**src/rtl/seg_decoder.sv**
```systemverilog
// Registered 4-bit to seven-segment decoder, {dp,g,f,e,d,c,b,a} ordering.
// One register stage keeps the segment drive glitch-free; polarity and hex digits are parameters.
module seg_decoder #(
  parameter logic ACTIVE_LOW = 1'b0,
  parameter logic HEX_EN     = 1'b1
) (
  input  logic       clk,
  input  logic       rst,
  input  logic [3:0] in,
  output logic [7:0] out
);

  localparam logic [7:0] BLANK = ACTIVE_LOW ? 8'hFF : 8'h00;

  // Active-high pattern, a lit segment is 1; dp is never lit.
  function automatic logic [7:0] f_decode(input logic [3:0] code, input logic hex_en);
    logic [7:0] pat;
    case (code)
      4'h0:    pat = 8'h3F;
      4'h1:    pat = 8'h06;
      4'h2:    pat = 8'h5B;
      4'h3:    pat = 8'h4F;
      4'h4:    pat = 8'h66;
      4'h5:    pat = 8'h6D;
      4'h6:    pat = 8'h7D;
      4'h7:    pat = 8'h07;
      4'h8:    pat = 8'h7F;
      4'h9:    pat = 8'h6F;
      4'hA:    pat = hex_en ? 8'h77 : 8'h00;
      4'hB:    pat = hex_en ? 8'h7C : 8'h00;
      4'hC:    pat = hex_en ? 8'h39 : 8'h00;
      4'hD:    pat = hex_en ? 8'h5E : 8'h00;
      4'hE:    pat = hex_en ? 8'h79 : 8'h00;
      4'hF:    pat = hex_en ? 8'h71 : 8'h00;
      default: pat = 8'h00;
    endcase
    return pat;
  endfunction

  logic [7:0] w_pattern;
  logic [7:0] r_out;

  // Polarity applies to the whole byte so dp and blanks follow the board convention.
  always_comb begin
    w_pattern = f_decode(in, HEX_EN);
    if (ACTIVE_LOW) begin
      w_pattern = ~w_pattern;
    end else begin
      w_pattern = w_pattern;
    end
  end

  // Output register; reset wins over the incoming code.
  always_ff @(posedge clk) begin
    if (rst) begin
      r_out <= BLANK;
    end else begin
      r_out <= w_pattern;
    end
  end

  assign out = r_out;

endmodule

```
**config.mk**
```make
export PLATFORM = sky130hd
export DESIGN_NAME = seg_decoder
export DESIGN_NICKNAME = d
export VERILOG_FILES = /design/src/rtl/seg_decoder.sv
export SDC_FILE = /design/constraint.sdc
export NUM_CORES = 1
export LEC_CHECK = 0
export CAP_MARGIN = 15
export CELL_PAD_IN_SITES_DETAIL_PLACEMENT = 1
export CELL_PAD_IN_SITES_GLOBAL_PLACEMENT = 1
export CORE_MARGIN = 8
export CORE_UTILIZATION = 24
export CTS_CLUSTER_DIAMETER = 80
export DETAILED_ROUTE_END_ITERATION = 8
export PLACE_DENSITY = 0.71
export SLEW_MARGIN = 10
export SYNTH_ARGS = -nofsm -noshare
export SYNTH_HDL_FRONTEND = slang
export SYNTH_SLANG_ARGS = --single-unit
```
**constraint.sdc**
```tcl
create_clock -name clk -period 2.1 [get_ports clk]
set_clock_uncertainty 0.1 [all_clocks]
set_input_delay 0.42 -clock clk [delete_from_list [all_inputs] [get_ports clk]]
set_output_delay 0.42 -clock clk [all_outputs]
set_load 0.01 [all_outputs]
```
* Word-level counts from Yosys, hierarchy flattened *
Memories as Yosys holds them, arrays and structs flattened. A register that Yosys moved wholly into a read port is not among the register bits.
Cells that the tools add are included.

storage, ports and cells
  memories kept = 1
  output and inout bits = 8
  ROM bits = 112
  bits of input ports = 6
  register bits after elaboration = 8
  word-level logic and storage cells = 2

memory list
  name             words  bits a word  rd ports  clocked after Yosys merged registers in  wr ports  RTL line  source
  (no name shown)  16     7            1         1                                        0         18        case (code)

* Longest topological paths before layout *
Gate-level depths: netlist of run 1.

  depth in word-level cells = 0
  depth in mapped cells = 5
  gate-level depth less buffers = 5

* Least setup slack after synthesis of run 1 *
OpenSTA, ideal clock, no wires.

  path kind = in2reg
  start = input in[0]
  end = register r_out[1] (netlist: out[1])
  library setup time = 0.079 ns
  required time = 1.921 ns
  path buffers = 0
  slack = 0.691 ns
  arrival = 1.230 ns
  stages on the path = 4
  path through = inv_1 ha_1 mux2_4 a211oi_2

RTL lines
  what                RTL line  source
  start: declaration  9         input logic [3:0] in,
  end: declaration    41        logic [7:0] r_out;

==> metrics.txt, run 1 <==
Synth async-reset ratio 0%; leakage 0.261 nW; maxcap violations 0; via count of the first global-routing pass 360; top cell type's share of synthesized area 31.7%; Critical Path Start Type input pin; Starting Density 25.6%; die area 0.00347 sq mm; internal power 0.262 mW; Final nets 77; VDD IR-drop max 0.000131 V; Setup Buffers After CTS 0; Ports 14; Core Rows 15; Syn Nets 61; hpwl dp 765 microns; initial antenna violation count 0; sequential share of power 42.1%; clock tree buffer depth 2; worst-path fanout max 4; Max Fclk 0.576 GHz; top cells by area, synth dfxtp_1 (32%), ha_1 (20%), nand2_1 (4.2%), nand2b_1 (4.2%), a211oi_1 (3.4%); via count about 380; post-cts sizing count 0; IO buf count 12; final setup fails 0; Final min period 1740 ps; max-slew violation count 0; sequential share of the synthesized area 31.7%; Mapped Area 442 sq um; Final Hold Viols 0; fin crit share 82.7%; CTS Hold Bufs 0; cell area power density 571 mW/mm^2; share of post-route cells with drive strength above 1 around an eighth; core area 0.00173 sq mm; Worst Setup SP in[0]; number of flops mapped to enable cells by yosys 0; first-pass GRT wire length ~1500 microns; Hold Startpoint rst; net load switching power 0.0850 mW; die width just under 60 microns; area leader, netlist dfxtp_1; Residual DRC 0; WL/cell approximately 10 microns; synth warn 0; Clock Sinks 7; Clock transition at path regs 50 ps; run status complete, no violations; synthesized area per cell 9.20 sq um; final cell count without fillers 88; ys flop type dfxtp_1; drt first-iter violations 4; setup TNS 0 ps; via/cell ratio 4.26; crit end category register; CP arrival ~1800 ps; Syn-to-layout area delta 37.7%; ant diodes 0; drt pass-1 iters 2; die height just under 60 microns; FF+latch count, synth 7; H-tree Lvls 1; RSZ-0062 raised after global routing no; clock network fraction of total power 33.3%; CTS tree built; Yosys cell types 22; WS Path Type in2reg; Placer Congestion 0.736; Comb pwr share 24.6%; Syn Inst Count 48; largest net degree at the start of global routing 15; Largest register FFs 7; CTS Buf Count 3; Root Driver clkbuf_4; remaining antenna violation count 0; Post-synth top cells dfxtp_1 (7), ha_1 (7), nand2_1 (5); grt ovf 0; Critical Path RT 2160 ps; Routed Wire Length between 800 and 900 microns; Hold Path Class in2reg; Placed Cells 84; GRT Resource Usage Total between 5 and 6%; Sw Share around a quarter
[critical path, stage by stage]
cell	delay [ps]
clkdlybuf4s50_1	470
inv_1	90
ha_1	320
mux2_4	280
a211oi_2	220
[power by group through the flow]
stage                     clock network, mW  logic, mW  registers (mW)
after CTS                             0.122     0.0868           0.147
after global routing                  0.124     0.0944           0.147
after detailed placement                  0     0.0863           0.149
final                                 0.116     0.0853           0.146
after global placement                    0     0.0852           0.149
after floorplan                           0     0.0391           0.155
[cell families (layout without fill, tap and decap cells)]
logic type	after synthesis	after routing	share of synthesized area, %
multiplexers	1	1	3.40
AO/OA/AOI/OAI	8	8	14.2
AND/OR/NAND/NOR	18	18	21.5
other	1	1	0.849
adder cells (fa/ha/maj)	7	7	19.8
flip-flops	7	7	31.7
buffers and inverters	6	21	8.50
[through the flow]
stage | hold slack, ps | area [sq um] | worst slack [ps] | util (%) | power, mW
final | 814 | 608 | 364 | 35.2 | 0.347
after floorplan | 385 | 442 | 691 | - | 0.194
after CTS | 806 | 608 | 372 | 35.2 | 0.355
after detailed placement | 1060 | 582 | 125 | 33.7 | 0.235
after global placement | 1040 | 582 | 160 | 33.7 | 0.234
after global routing | 839 | 608 | 295 | 35.2 | 0.365
[layout by cell type, fill, tap and decap left out, types with 3 or more instances in the layout]
master / Yosys / layout
nand2b_1: 3 / 3
clkbuf_4: 0 / 3
dfxtp_1: 7 / 7
clkdlybuf4s50_1: 0 / 12
nand2_1: 5 / 5
inv_1: 3 / 3
ha_1: 7 / 7
[path summary, 6_finish.rpt]
kind | to | slack, ps | cells after the start
worst max-delay path | out[1] | 360 | 5
worst min-delay path | out[4] | 810 | 2
[final cells by class]
cell class              count  area, sq um
clock buffers               4         26.3
fillers                   209         1120
inverters                   3         11.3
multi-input cells          35          264
flip-flops and latches      7          140
well taps                  25         31.3
repair buffers             14          135
[routing by layer]
metal / routed length, microns / global-route usage [%] / vias up
li1: - / - / 191
met1: 419 / 5.80 / 169
met2: 403 / 9.50 / 13
met3: 55 / 1.74 / 2
met4: 15 / 4.10 / 0
met5: 0 / 0 / -
No activity file was read; power rests on OpenSTA's default activity.
==> run 2, diff against run 1 <==
==> constraint.sdc (replaced) <==
create_clock -name clk -period 1.6 [get_ports clk]
set_clock_uncertainty 0.1 [all_clocks]
set_input_delay 0.32 -clock clk [delete_from_list [all_inputs] [get_ports clk]]
set_output_delay 0.32 -clock clk [all_outputs]
set_load 0.01 [all_outputs]
==> metrics.txt, run 2 (synthesis gave the netlist of run 1 again) <==
setup TNS 0 ps (unchanged); maxcap violations 0 (unchanged); clock tree buffer depth 2 (unchanged); Syn-to-layout area delta 54.7%; Final nets 84 (+9.1%); Routed Wire Length 1000 microns (+12%); Residual DRC 0 (unchanged); fin crit share 93.1%; Max Fclk 0.671 GHz; H-tree Lvls 1 (unchanged); Fill cells 221 (+5.7%); die area 0.00347 sq mm (unchanged); Hold Startpoint in[1]; CTS Hold Bufs 0 (unchanged); remaining antenna violation count 0 (unchanged); Critical Path RT 1180 ps (-980 ps); core area 0.00173 sq mm (unchanged); Root Driver clkbuf_4; final core occ 39.6% (+4.3 points); Placer Congestion 0.673 (-8.6%); leakage 0.311 nW (+19%); CTS Buf Count 3 (unchanged); pre-CTS setup slack -262 ps (-387 ps); Final WS setup 110 ps (-254 ps); WS Path Type reg2out; VDD IR-drop max 0.000189 V (+44%); die height 58.9 microns (unchanged); via/cell ratio 4.12 (-3.4%); CP top delay family buffers and inverters; Pwr Total 0.476 mW (+37%); grt ovf 0 (unchanged); Worst Setup SP out[4]; CP Buf/Inv Count 1 (-1); WL/cell 10.6 microns (+4.0%); Clock transition at path regs 50 ps (about the same); Ports 14 (unchanged); most common cell after layout, fill and taps aside clkdlybuf4s50_1; Largest register FFs 7 (unchanged); GRT Resource Usage Total 6.23% (+0.57 points); Core Rows 15 (unchanged); Critical Path Start Type register; via count 391 (+4.3%); cell area power density 697 mW/mm^2 (+22%); RSZ-0062 raised after global routing no; drt first-iter violations 3 (-1); CP arrival 1070 ps (-730 ps); crit end category output port; Starting Density 25.6% (unchanged); die width 58.9 microns (unchanged); hpwl dp 817 microns (+6.8%); Hold Path Class in2reg; worst path cell trace clkdlybuf4s50_1; Final min period 1490 ps; Clock Sinks 7 (unchanged); Layout Cell Area excl Fill 683 sq um (+12%); drt pass-1 iters 4 (+2); share of post-route cells with drive strength above 1 27.1% (+14 points); max-slew violation count 0 (unchanged); via count of the first global-routing pass 412 (+14%); cell depth of the worst setup path 1 (-4); critical path's largest stage delay 530 ps (+60 ps); Setup crit end out[4]; dpl cell area 627 sq um (+7.7%); run status complete, no violations; leading cell types in the layout, fill and taps excluded clkdlybuf4s50_1 (10), buf_4 (9), dfxtp_1 (7); CP max stage cell clkdlybuf4s50_1; worst-path fanout max 1 (-3); final setup fails 0 (unchanged); ant diodes 0 (unchanged); FF/Latch Area 140 sq um (unchanged); initial antenna violation count 0 (unchanged); multi-input combinational cell area 282 sq um (+6.6%); largest net degree at the start of global routing 10 (-5); Final Hold Viols 0 (unchanged); IO buf count 12 (unchanged); CTS tree built; first-pass GRT wire length 1680 microns (+10%)
## run 2: area by class of cell
class | count | area share (%)
sequential | 7 | 20.5
timing repair buffer | 21 | 28.2
inverter | 3 | 1.65
clock buffer | 4 | 3.85
multi-input combinational | 35 | 41.2
tap | 25 | 4.58
## run 2: power by group
part | internal [mW] | total [mW] | switching, mW
clock | 0.0946 | 0.151 | 0.0560
combinational | 0.0755 | 0.134 | 0.0581
sequential | 0.189 | 0.192 | 0.00280
total | 0.359 | 0.476 | 0.117
## run 2: what timing repair did
action | in CTS | in global routing
resized for setup | 0 | 6
endpoints found under the setup margin | 1 | 3
pin swaps | 1 | 1
setup buffers | 1 | 0
## run 2: worst min path at each step
stage	endpoint	slack (ps)	cells after the start
detailed placement	out[6]	960	1
global placement	out[4]	950	2
floorplan	out[1]	280	1
finish	out[6]	530	4
global route	out[6]	600	4
CTS	out[4]	710	2
## run 2: per-layer routing
| metal | global-route usage (%) | routed length [microns] | vias to the layer above |
|---|---|---|---|
| met5 | 0 | 0 | - |
| met4 | 5.12 | 7 | 0 |
| met3 | 1.74 | 64 | 2 |
| met2 | 10.6 | 502 | 11 |
| met1 | 6.17 | 429 | 174 |
| li1 | - | - | 204 |
## run 2: metrics by stage
stage                     hold WS [ps]  cells
after floorplan                    285     48
after global placement             949     90
after detailed placement           960     90
after CTS                          706     95
after global routing               598     95
final                              533     95
